**config.mk**
```make
export PLATFORM = sky130hd
export DESIGN_NAME = battery_monitor_n_flat
export DESIGN_NICKNAME = d
export VERILOG_FILES = /design/src/rtl/battery_monitor_n_if.sv /design/src/rtl/battery_monitor_n.sv /design/src/flat_wrapper.sv
export SDC_FILE = /design/constraint.sdc
export NUM_CORES = 1
export LEC_CHECK = 0
export ABC_AREA = 1
export BUFFER_PORTS_ARGS = -buffer_cell sky130_fd_sc_hd__buf_2
export CORE_MARGIN = 10
export CORE_UTILIZATION = 45
export DETAILED_ROUTE_END_ITERATION = 8
export PLACE_DENSITY_LB_ADDON = 0.05
export SETUP_SLACK_MARGIN = 0.15
export SLEW_MARGIN = 25
export SYNTH_ARGS = -nofsm -noshare
export SYNTH_HDL_FRONTEND = slang
export SYNTH_SLANG_ARGS = --single-unit
```
**constraint.sdc**
```tcl
create_clock -name clk -period 2.3 [get_ports clk]
set_input_delay 0.23 -clock clk [delete_from_list [all_inputs] [get_ports clk]]
set_output_delay 0.23 -clock clk [all_outputs]
set_load 0.01 [all_outputs]
```
**src/rtl/battery_monitor_n_if.sv**
```systemverilog
// Scan request / result bundle between the cell ADC front end and battery_monitor_n.
// master drives sample/bat and reads results; slave is the monitor itself.
interface battery_monitor_n_if #(
  parameter int N_BAT = 2,
  parameter int W     = 4
);
  localparam int SW = W + $clog2(N_BAT);

  logic                 sample;
  logic [N_BAT*W-1:0]   bat;
  logic                 busy;
  logic                 valid;
  logic [SW-1:0]        sum;
  logic [N_BAT-1:0]     discharged;
  logic [4:0]           level;
  logic                 alarm;

  modport master (
    output sample, bat,
    input  busy, valid, sum, discharged, level, alarm
  );

  modport slave (
    input  sample, bat,
    output busy, valid, sum, discharged, level, alarm
  );
endinterface

```
**src/rtl/battery_monitor_n.sv**
```systemverilog
// N-channel battery charge monitor: serial scan, 5-level classification with persistence filter.
// Optional persistent fault alarm is built only when BATMON_ALARM_EN is defined.
module battery_monitor_n #(
  parameter int N_BAT = 2,
  parameter int W     = 4,
  parameter int HOLD  = 4
) (
  input  logic              clk,
  input  logic              rst_n,
  battery_monitor_n_if.slave bus
);
  localparam int SW = W + $clog2(N_BAT);
  localparam int XW = SW + 4;
  localparam int IW = (N_BAT > 1) ? $clog2(N_BAT) : 1;
  localparam int CW = $clog2(HOLD + 1);

  localparam logic [XW-1:0] S_MAX  = XW'(N_BAT * ((2 ** W) - 1));
  localparam logic [XW-1:0] S_MAX3 = XW'(3 * N_BAT * ((2 ** W) - 1));
  localparam logic [XW-1:0] S_MAX5 = XW'(5 * N_BAT * ((2 ** W) - 1));

  localparam logic [4:0] LVL_CRIT = 5'b00001;
  localparam logic [4:0] LVL_LOW  = 5'b00010;
  localparam logic [4:0] LVL_MED  = 5'b00100;
  localparam logic [4:0] LVL_HIGH = 5'b01000;
  localparam logic [4:0] LVL_FULL = 5'b10000;

  typedef enum logic [1:0] {IDLE, ACCUM, CLASSIFY} state_t;

  function automatic logic [CW-1:0] sat_inc(input logic [CW-1:0] v);
    return (v >= CW'(HOLD)) ? CW'(HOLD) : v + 1'b1;
  endfunction

  // Thresholds are scaled by 8 on the accumulator side so no division is needed.
  function automatic logic [4:0] classify(input logic [SW-1:0] acc);
    logic [XW-1:0] a1;
    logic [XW-1:0] a8;
    a1 = XW'(acc);
    a8 = a1 << 3;
    if (a1 == S_MAX)       return LVL_FULL;
    else if (a8 < S_MAX)   return LVL_CRIT;
    else if (a8 < S_MAX3)  return LVL_LOW;
    else if (a8 < S_MAX5)  return LVL_MED;
    else                   return LVL_HIGH;
  endfunction

  state_t             r_state;
  logic [IW-1:0]      r_idx;
  logic [SW-1:0]      r_acc;
  logic [N_BAT-1:0]   r_dis_nxt;
  logic               r_busy;
  logic               r_valid;
  logic [SW-1:0]      r_sum;
  logic [N_BAT-1:0]   r_dis;
  logic [4:0]         r_level;
  logic [4:0]         r_cand;
  logic [CW-1:0]      r_cnt;

  logic [W-1:0]       w_chan;
  logic [4:0]         w_raw;
  logic [CW-1:0]      w_cnt_nxt;

  assign w_chan    = bus.bat[r_idx*W +: W];
  assign w_raw     = classify(r_acc);
  assign w_cnt_nxt = (w_raw == r_cand) ? sat_inc(r_cnt) : CW'(1);

  always_ff @(posedge clk) begin
    if (!rst_n) begin
      r_state   <= IDLE;
      r_idx     <= '0;
      r_acc     <= '0;
      r_dis_nxt <= '0;
      r_busy    <= 1'b0;
      r_valid   <= 1'b0;
      r_sum     <= '0;
      r_dis     <= '0;
      r_level   <= '0;
      r_cand    <= '0;
      r_cnt     <= '0;
    end else begin
      r_valid <= 1'b0;
      case (r_state)
        IDLE: begin
          if (bus.sample) begin
            r_acc     <= '0;
            r_dis_nxt <= '0;
            r_idx     <= '0;
            r_busy    <= 1'b1;
            r_state   <= ACCUM;
          end
        end
        ACCUM: begin
          r_acc            <= r_acc + SW'(w_chan);
          r_dis_nxt[r_idx] <= (w_chan == '0);
          if (r_idx == IW'(N_BAT - 1)) begin
            r_state <= CLASSIFY;
          end else begin
            r_idx <= r_idx + 1'b1;
          end
        end
        CLASSIFY: begin
          r_sum   <= r_acc;
          r_dis   <= r_dis_nxt;
          r_valid <= 1'b1;
          r_cand  <= w_raw;
          r_cnt   <= w_cnt_nxt;
          if (w_cnt_nxt == CW'(HOLD)) r_level <= w_raw;
          r_busy  <= 1'b0;
          r_state <= IDLE;
        end
        default: r_state <= IDLE;
      endcase
    end
  end

  assign bus.busy       = r_busy;
  assign bus.valid      = r_valid;
  assign bus.sum        = r_sum;
  assign bus.discharged = r_dis;
  assign bus.level      = r_level;

`ifdef BATMON_ALARM_EN
  logic          r_alarm;
  logic [CW-1:0] r_fcnt;
  logic          w_fault;
  logic [CW-1:0] w_fcnt_nxt;

  // Fault uses the freshly accumulated discharged bits of the scan being classified.
  assign w_fault    = (|r_dis_nxt) || (w_raw == LVL_CRIT);
  assign w_fcnt_nxt = w_fault ? sat_inc(r_fcnt) : '0;

  always_ff @(posedge clk) begin
    if (!rst_n) begin
      r_alarm <= 1'b0;
      r_fcnt  <= '0;
    end else if (r_state == CLASSIFY) begin
      r_fcnt  <= w_fcnt_nxt;
      r_alarm <= w_fault && (w_fcnt_nxt == CW'(HOLD));
    end
  end

  assign bus.alarm = r_alarm;
`else
  assign bus.alarm = 1'b0;
`endif

endmodule

```
**src/flat_wrapper.sv**
```systemverilog
// flat-port wrapper written by rule: the top's interface ports become plain ports
module battery_monitor_n_flat 
#(
  parameter int N_BAT = 2,
  parameter int W     = 4,
  parameter int HOLD  = 4
)
  (clk, rst_n, bus_sample, bus_bat, bus_busy, bus_valid, bus_sum, bus_discharged, bus_level, bus_alarm);
  battery_monitor_n_if #(.N_BAT(N_BAT), .W(W)) bus_i ();
  input  logic clk;
  input  logic rst_n;
  input wire logic [$bits(bus_i.sample)-1:0] bus_sample;
  input wire logic [$bits(bus_i.bat)-1:0] bus_bat;
  output wire logic [$bits(bus_i.busy)-1:0] bus_busy;
  output wire logic [$bits(bus_i.valid)-1:0] bus_valid;
  output wire logic [$bits(bus_i.sum)-1:0] bus_sum;
  output wire logic [$bits(bus_i.discharged)-1:0] bus_discharged;
  output wire logic [$bits(bus_i.level)-1:0] bus_level;
  output wire logic [$bits(bus_i.alarm)-1:0] bus_alarm;
  assign bus_i.sample = bus_sample;
  assign bus_i.bat = bus_bat;
  assign bus_busy = bus_i.busy;
  assign bus_valid = bus_i.valid;
  assign bus_sum = bus_i.sum;
  assign bus_discharged = bus_i.discharged;
  assign bus_level = bus_i.level;
  assign bus_alarm = bus_i.alarm;
  battery_monitor_n #(.N_BAT(N_BAT), .W(W), .HOLD(HOLD)) u_core (.clk(clk), .rst_n(rst_n), .bus(bus_i));
endmodule
```
==> impl_metrics.ini, run 1 <==
[floorplan]
num_rows = 21
die_width_um = 79.1
design.core.area_um2 = 3360
start_util_pct = 46.7
die-area_um2 = 6260
pin_count = 26
die_height_um = 79.1

[pwr]
power_frac_seq_pct = 50.0
power.share.clock_pct = 37.0
vdd_drop_max_v = 0.000369
switching_share_pct = 27.2
total_power_uw = 1160
combPwrFrac_pct = 13.0
power.leakage_uw = 0.000869
power_per_cell_area_nw_per_um2 = 642
p_int_uw = 844
p_switching_uw = 315

[detailed_routing]
routedWlPerCell_um = 11.0
wirelength_um = 3260
vias = 1421
detail-route-antenna-nets = 0
viasPerCell = 4.82
first_iter_violations = 57
first_pass_iters = 4
drc = 0

[finish]
seqCellArea_um2 = 641
multi_input_area_um2 = 795
areaGrowthSynthToFinish_pct = 15.0
drive_gt1_share_pct = 18.1
fin_area_um2 = 1810
num-fill-cells = 369
final_common_cell = nand2_1
fin_nets = 266
layout_common_cells = 60 x nand2_1, 32 x dfxtp_1, 29 x inv_1, 28 x nor2_1, 24 x buf_2
diodes = 0

[timing]
setup_tns_ns = 0
finalHoldViolCount = 0
setup_viol = 0
fin_skew_ns = 0.00227
slew_violations = 0
rsz0062_at_grt = no
timing.slew.headroom_pct = 58.2
worst_pin_slew_ns = 0.624
max_clock_freq_ghz = 0.525
finalHoldWorstSlack_ns = 0.155
min_period_over_period_pct = 82.8
fin_crit_ns = 1.90
setup_ws_ns = 0.396

[clock_network]
cts_tree = yes
cts-resized-gates = 0
clockRootBuffer = clkbuf_4
numCtsBuffers = 5
hold_buffers = 0
htreeDepth = 2
clockBufferDepth = 2
post_cts_buffers = 0
clk_pin_slew_ns = 0.10
cts_sinks = 32
clk_latency_ns = 0.33

[global_routing]
grt.total_usage_pct = 11.6
overflow = 0
grt_pass1_wl_um = 5890
grt_start_max_net_pins = 14
grt_antenna_before_repair = 0
grt_pass1_vias = 1320

[outcome]
outcome = completed

[critical_path]
worstSetupPathType = reg2reg
cp-end-kind = flop
startpoint_type = flop
crit_fanout = 6
crit_arrival_ns = 2.16
cp.required_ns = 2.56

[yosys]
synth_cells = 220
synth_nets = 238
seq_area_frac_synth_pct = 40.8
yosysWarningCount = 0
ys_seq_elements = 32
post_synth.cell_area_avg_um2 = 7.14
synth_area_um2 = 1570
synth_cell_types = 27

[placement]
gp_congestion = 0.790
port_buffers = 24
dp_hpwl_um = 2640
placed_area_um2 = 1730
dp_slack_ns = 0.415

[min_path]
min_path_type = in2reg

[job]
cap_violations = 0
==> cells by family (layout without fill, tap and decap cells) <==
logic type | after synthesis | after routing | synth area share [%]
AND/OR/NAND/NOR | 115 | 115 | 32.2
other | 1 | 1 | 0.239
XOR/XNOR | 1 | 1 | 0.557
adder cells (fa/ha/maj) | 7 | 7 | 6.05
flip-flops | 32 | 32 | 40.8
AO/OA/AOI/OAI | 31 | 31 | 11.5
buffers and inverters | 33 | 62 | 8.68
==> routing by layer <==
layer	share of wire (%)	GRT usage, %	up-vias
met5	0	0	-
met4	2.7	6.27	0
met3	6.3	4.84	8
met2	46	18.4	28
met1	45	12.8	622
li1	-	-	763
==> power groups by stage <==
stage                     clock (uW)  sequential [uW]  combinational (uW)
after floorplan                    0              590                 116
after global placement             0              594                 153
after detailed placement           0              594                 152
after CTS                        441              581                 153
after global routing             464              584                 178
final                            429              580                 151
==> worst max-delay path, cell delays in order (launching register included) <==
cell      delay [ns]
dfxtp_1         0.42
inv_1           0.13
nand2_1         0.08
nand2_1         0.06
ha_1            0.20
fa_1            0.38
nand2_1         0.09
nand2_1         0.06
a21oi_1         0.12
nor2_1          0.07
a211oi_1        0.22
==> worst paths after layout <==
kind	startpoint	end	slack, ns	depth (start not counted)
max	u_core.r_idx	u_core.r_acc[4]	0.40	10
min	bus_sample	u_core.bus.busy	0.15	3
max reg2reg	u_core.r_idx	u_core.r_acc[4]	0.40	10
min reg2reg	u_core.bus.sum[2]	u_core.bus.sum[2]	0.47	2
==> registers in the layout, summed over array words and instances (netlist names) <==
signal                 count
u_core.bus.level           5
u_core.bus.sum             5
u_core.r_acc               5
u_core.r_cand              5
u_core.r_cnt               3
u_core.bus.discharged      2
u_core.r_dis_nxt           2
u_core.r_state             2
u_core.bus.busy            1
u_core.bus.valid           1
u_core.r_idx               1
==> layout make-up <==
type | count | share of cell area (%)
multi-input combinational | 155 | 44.0
timing repair buffer | 24 | 6.65
sequential | 32 | 35.5
clock inverter | 3 | 2.35
inverter | 30 | 6.30
tap | 46 | 3.19
clock buffer | 5 | 2.08
==> cell usage after synthesis (all sizes together) <==
master	n	area [um^2]
o22ai	6	37.5
inv	29	109
nand2	65	257
fa	1	20.0
nor3	1	5.00
a22o	3	26.3
or2	1	6.26
conb	1	3.75
nor4	1	6.26
xor2	1	8.76
a21oi	9	45.0
nor2	31	129
a211oi	2	15.0
nand4	6	37.5
a31oi	2	12.5
o21ai	9	45.0
dfxtp	32	641
nand3	10	65.1
clkbuf	1	3.75
ha	6	75.1
clkinv	1	5.00
buf	2	18.8
==> stage by stage <==
stage          cells  util [%]
2_1_floorplan    220         -
3_3_place_gp     287      51.3
3_5_place_dp     287      51.3
4_1_cts          295      53.7
5_1_grt          295      53.7
6_report         295      53.7
No activity file was read; power rests on OpenSTA's default activity.
==> run 2, diff against run 1 <==
clock period = 1.9 ns   (was 2.3 ns; I/O delays follow)
==> impl_metrics.ini, run 2 (same netlist as run 1, synthesis figures left out) <==
[global_routing]
grt_pass1_wl_um = 6130
grt_antenna_before_repair = 0
grt_pass1_vias = 1384
overflow = 0
grt_start_max_net_pins = 14
grt.total_usage_pct = 12.0

[finish]
drive_gt1_share_pct = 27.7
fin_area_um2 = 1910
layout_common_cells = 56 x nand2_1, 28 x inv_1, 26 x dfxtp_1, 24 x nor2_1, 24 x buf_2
final_common_cell = nand2_1
multi_input_area_um2 = 863
finish.utilization_pct = 56.9
num-fill-cells = 344
fin_nets = 270
diodes = 0
areaGrowthSynthToFinish_pct = 21.8
seqCellArea_um2 = 653

[critical_path]
crit_path_cell_trace = inv_2 -> nand2_2 -> nand2_2 -> ha_4 -> fa_2 -> nand2_2 -> nand2_1 -> a21oi_2 -> nor2_2 -> a21oi_2 -> a211oi_2
crit_arrival_ns = 1.93
worstSetupPathType = reg2reg
cp_slowest_cell = fa_2
cp-end-kind = flop
r2r-start = u_core.r_idx
crit_start = u_core.r_idx
cp_top_family = adder cells
worst_r2r_endpoint = u_core.r_acc[4]
r2r_cells = 11
cp.required_ns = 2.09
crit_fanout = 6
cp_num_buf_inv = 1
cpMostUsedCell = nand2_2
slowest_delay_ns = 0.36
reg2reg_slack_ns = 0.17
startpoint_type = flop

[min_path]
hold_start = bus_sample
whs_path_depth = 3
hold_end = u_core.bus.busy
min_path_type = in2reg

[clock_network]
clockBufferDepth = 2
htreeDepth = 2
numCtsBuffers = 5
clk_latency_ns = 0.33
clockRootBuffer = clkbuf_4
cts_sinks = 32
clk_pin_slew_ns = 0.10
cts_tree = yes

[floorplan]
die_width_um = 79.1
design.core.area_um2 = 3360
die-area_um2 = 6260
start_util_pct = 46.7
die_height_um = 79.1
num_rows = 21
pin_count = 26

[timing]
min_period_over_period_pct = 91.2
setup_viol = 0
max_clock_freq_ghz = 0.577
setup_tns_ns = 0
rsz0062_at_grt = yes
slew_violations = 0
finalHoldViolCount = 0
fin_skew_ns = 0.0141
fin_crit_ns = 1.73

[detailed_routing]
viasPerCell = 4.77
drc = 0
detail-route-antenna-nets = 0
wirelength_um = 3480
first_iter_violations = 54
vias = 1427
first_pass_iters = 5
routedWlPerCell_um = 11.6

[pwr]
power_per_cell_area_nw_per_um2 = 745
vdd_drop_max_v = 0.000448
power.leakage_uw = 0.000894

[placement]
port_buffers = 24
placed_area_um2 = 1730
dp_hpwl_um = 2670
gp_congestion = 0.811

[job]
cap_violations = 0

[outcome]
outcome = completed
## run 2: cell types whose count changed in the layout (fill, tap and decap cells not counted), sizes merged
cell and delta:
buf +4, clkbuf +1, clkinvlp -1
## run 2: where the power goes
part           leakage [uW]  total, uW  internal, uW  switching, uW
sequential         0.000262        706           685           20.8
combinational      0.000589        216          83.6            132
clock             0.0000422        504           276            228
total              0.000894       1430          1040            381
## run 2: worst max-delay path by stage
stage                     cells past startpoint              end  slack [ns]
after CTS                                    10  u_core.r_acc[3]        0.16
after floorplan                              11  u_core.r_acc[4]        0.17
after detailed placement                     11  u_core.r_acc[4]       0.007
final                                        11  u_core.r_acc[4]        0.17
after global placement                       11  u_core.r_acc[4]        0.07
after global routing                         11  u_core.r_acc[4]        0.06
## run 2: timing repair
item / 4_1_cts / 5_1_grt
pin swaps: 0 / 4
hold buffers: 0 / 0
gates resized for setup: 3 / 23
setup endpoints to repair: 2 / 14
setup buffers: 1 / 2
cloned: 0 / 0
## run 2: layout make-up
type | instances | area share (%)
flip-flops and latches | 32 | 34.1
clock inverters | 2 | 1.83
well taps | 46 | 3.01
repair buffers | 28 | 7.84
clock buffers | 6 | 2.16
multi-input cells | 155 | 45.1
inverters | 30 | 5.95
## run 2: per-stage QoR
| step | cells | setup slack (ns) | power, uW | hold slack (ns) |
|---|---|---|---|---|
| after floorplan | 220 | 0.166 | 855 | 0.310 |
| after global placement | 288 | 0.0689 | 904 | 0.442 |
| after detailed placement | 288 | 0.00721 | 903 | 0.445 |
| after CTS | 297 | 0.156 | 1410 | 0.107 |
| after global routing | 299 | 0.0559 | 1510 | 0.118 |
| final | 299 | 0.166 | 1430 | 0.117 |
## run 2: worst min-delay path: stages
cell	delay, ns
buf_2	0.09
a21oi_1	0.06
nor2_1	0.08
## run 2: routing by layer
metal	up-vias	wire [um]	global-route usage, %
li1	773	-	-
met1	625	1640	13.7
met2	25	1610	20.0
met3	4	187	4.95
met4	0	35	3.76
met5	-	0	0
==> run 3, diff against run 2 <==
ABC_AREA = unset   (was 1)
RECOVER_POWER = 50   (was unset)
==> impl_metrics.ini, run 3 <==
[clock_network]
hold_buffers = 0
clockBufferDepth = 2
cts_tree = yes
cts_sinks = 32
clk_latency_ns = 0.28
numCtsBuffers = 5
clockRootBuffer = clkbuf_8
clk_pin_slew_ns = 0.06
htreeDepth = 2

[critical_path]
startpoint_type = flop
cp_slowest_cell = dfxtp_4
cp-end-kind = flop
worst_r2r_endpoint = u_core.r_acc[4]
reg2reg_slack_ns = 0.04
cp_top_family = adder cells
crit_path_cell_trace = mux2_4 -> ha_4 -> fa_2 -> a21oi_2 -> nor2b_1 -> o21ai_1 -> and3_1 -> o21a_1
cp.required_ns = 2.13
r2r_cells = 8
r2r-start = u_core.r_idx
crit_arrival_ns = 2.09
cp_num_buf_inv = 0
crit_fanout = 4
slowest_delay_ns = 0.37
worstSetupPathType = reg2reg

[finish]
final_common_cell = nand2_1
multi_input_area_um2 = 1000
seqCellArea_um2 = 649
areaGrowthSynthToFinish_pct = 16.4
drive_gt1_share_pct = 19.9
num-fill-cells = 374
layout_common_cells = 36 x nand2_1, 27 x dfxtp_1, 16 x clkbuf_1, 11 x a21boi_0, 10 x buf_2
fin_nets = 234
instances_no_fill = 264
diodes = 0

[yosys]
netlist_top_cells_count = 36 x nand2_1, 32 x dfxtp_1, 11 x a21boi_0
async_reset_ff_share_pct = 0
synth_edf_count = 0
yosysWarningCount = 0
synth.most_common_cell = nand2_1
ys.flop_type = dfxtp_1
synthTopCellsByArea = dfxtp_1 38%, nand2_1 8.0%, a21boi_0 4.9%, ha_1 4.4%, mux2i_1 3.5%
seq_area_frac_synth_pct = 37.8
ys_seq_elements = 32
synth_cells = 191
synth_top_cell_area_share_pct = 37.8
synth_area_um2 = 1700
synth_nets = 209
post_synth.cell_area_avg_um2 = 8.88
synth_cell_types = 48
synth_largest_area_cell = dfxtp_1

[floorplan]
pin_count = 26
num_rows = 22
die-area_um2 = 6620
start_util_pct = 46.3
design.core.area_um2 = 3660
die_height_um = 81.4
die_width_um = 81.4

[placement]
gp_congestion = 0.808
port_buffers = 24
placed_cells = 257
dp_slack_ns = -0.0213
dp_hpwl_um = 2680

[min_path]
whs_path_depth = 4
hold_end = u_core.r_state[0]
min_path_type = in2reg
hold_start = bus_sample

[timing]
finalHoldWorstSlack_ns = 0.368
setup_ws_ns = 0.0408
slew_violations = 0
rsz0062_at_grt = yes
finalHoldViolCount = 0
min_period_over_period_pct = 97.9
setup_viol = 0
max_clock_freq_ghz = 0.538
fin_crit_ns = 1.86
timing.slew.headroom_pct = 57.7
setup_tns_ns = 0
fin_skew_ns = 0.00523
worst_pin_slew_ns = 0.635

[job]
cap_violations = 0

[detailed_routing]
wirelength_um = 3650
vias = 1386
viasPerCell = 5.25
detail-route-antenna-nets = 0
first_iter_violations = 47
drc = 0
first_pass_iters = 4
routedWlPerCell_um = 13.8

[pwr]
power.leakage_uw = 0.000770
vdd_drop_max_v = 0.000417
power_per_cell_area_nw_per_um2 = 696

[global_routing]
grt_start_max_net_pins = 39
grt.total_usage_pct = 11.9
overflow = 0
grt_antenna_before_repair = 0
grt_pass1_wl_um = 6360
grt_pass1_vias = 1367

[outcome]
outcome = completed
run 3: cell count changes after synthesis, moves of 5 or more:
cell      previous run  this run
a21boi_0             0        11
clkbuf_1             1         8
inv_1               29         5
mux2i_1              0         6
nand2_1             60        36
nand2_2              5         0
nand4_1              6         0
nor2_1              28         4
nor2b_1              0         9
o22ai_1              6         0
run 3: cell type report:
cell class / count / area share (%)
Timing Repair Buffer: 31 / 8.50
Clock buffer: 6 / 3.68
Multi-Input combinational cell: 141 / 50.7
Clock inverter: 1 / 0.254
Inverter: 5 / 0.951
Sequential cell: 32 / 32.9
Tap cell: 48 / 3.04
run 3: tightest hold or removal path, cell delays in order:
cell and delay, ns:
buf_2 0.10, nor2b_1 0.14, a21oi_1 0.11, nor3b_1 0.05
run 3: what timing repair did:
item                                   4_1_cts  5_1_grt
setup buffers                                0        0
gates cloned                                 0        0
setup endpoints to repair                   10       11
pin swaps                                    4        5
gates resized for setup                      8        3
endpoints found under the hold margin        0        0
run 3: per-layer routing:
metal	track usage, %	vias to the layer above	routed length [um]
li1	-	704	-
met1	13.8	645	1660
met2	19.2	30	1680
met3	4.97	7	252
met4	3.81	0	57
met5	0	-	0
run 3: through the flow:
step	total power [uW]	instance area (um^2)	utilization, %
2_1_floorplan	847	1700	-
3_3_place_gp	885	1870	51.2
3_5_place_dp	894	1870	51.2
4_1_cts	1390	1980	54.0
5_1_grt	1440	1970	53.9
6_report	1370	1970	53.9
run 3: cells by family (layout without fill, tap and decap cells):
group | after synthesis | in the layout | share of synthesized area [%]
simple gates | 80 | 80 | 25.8
other cells | 1 | 1 | 0.221
compound gates | 39 | 39 | 16.6
mux | 10 | 10 | 6.64
xor+xnor | 4 | 4 | 2.07
buf+inv | 18 | 43 | 5.31
flops | 32 | 32 | 37.8
fa+ha+maj | 7 | 7 | 5.61
run 3: power by group:
part	internal, uW	total (uW)	switching [uW]
registers	686	718	31.7
logic	86.3	172	85.2
clock network	249	483	235
total	1020	1370	352
run 3: how the worst max path moves through the flow:
stage | slack, ns | from | cells past startpoint | endpoint
final | 0.04 | u_core.r_idx | 8 | u_core.r_acc[4]
after global routing | -0.05 | u_core.r_idx | 8 | u_core.r_acc[4]
after CTS | 0.03 | u_core.r_idx | 8 | u_core.r_acc[4]
after detailed placement | -0.02 | u_core.r_idx | 8 | u_core.r_acc[4]
after global placement | 0.04 | u_core.r_idx | 8 | u_core.r_acc[4]
after floorplan | 0.04 | u_core.r_idx | 9 | u_core.r_acc[4]
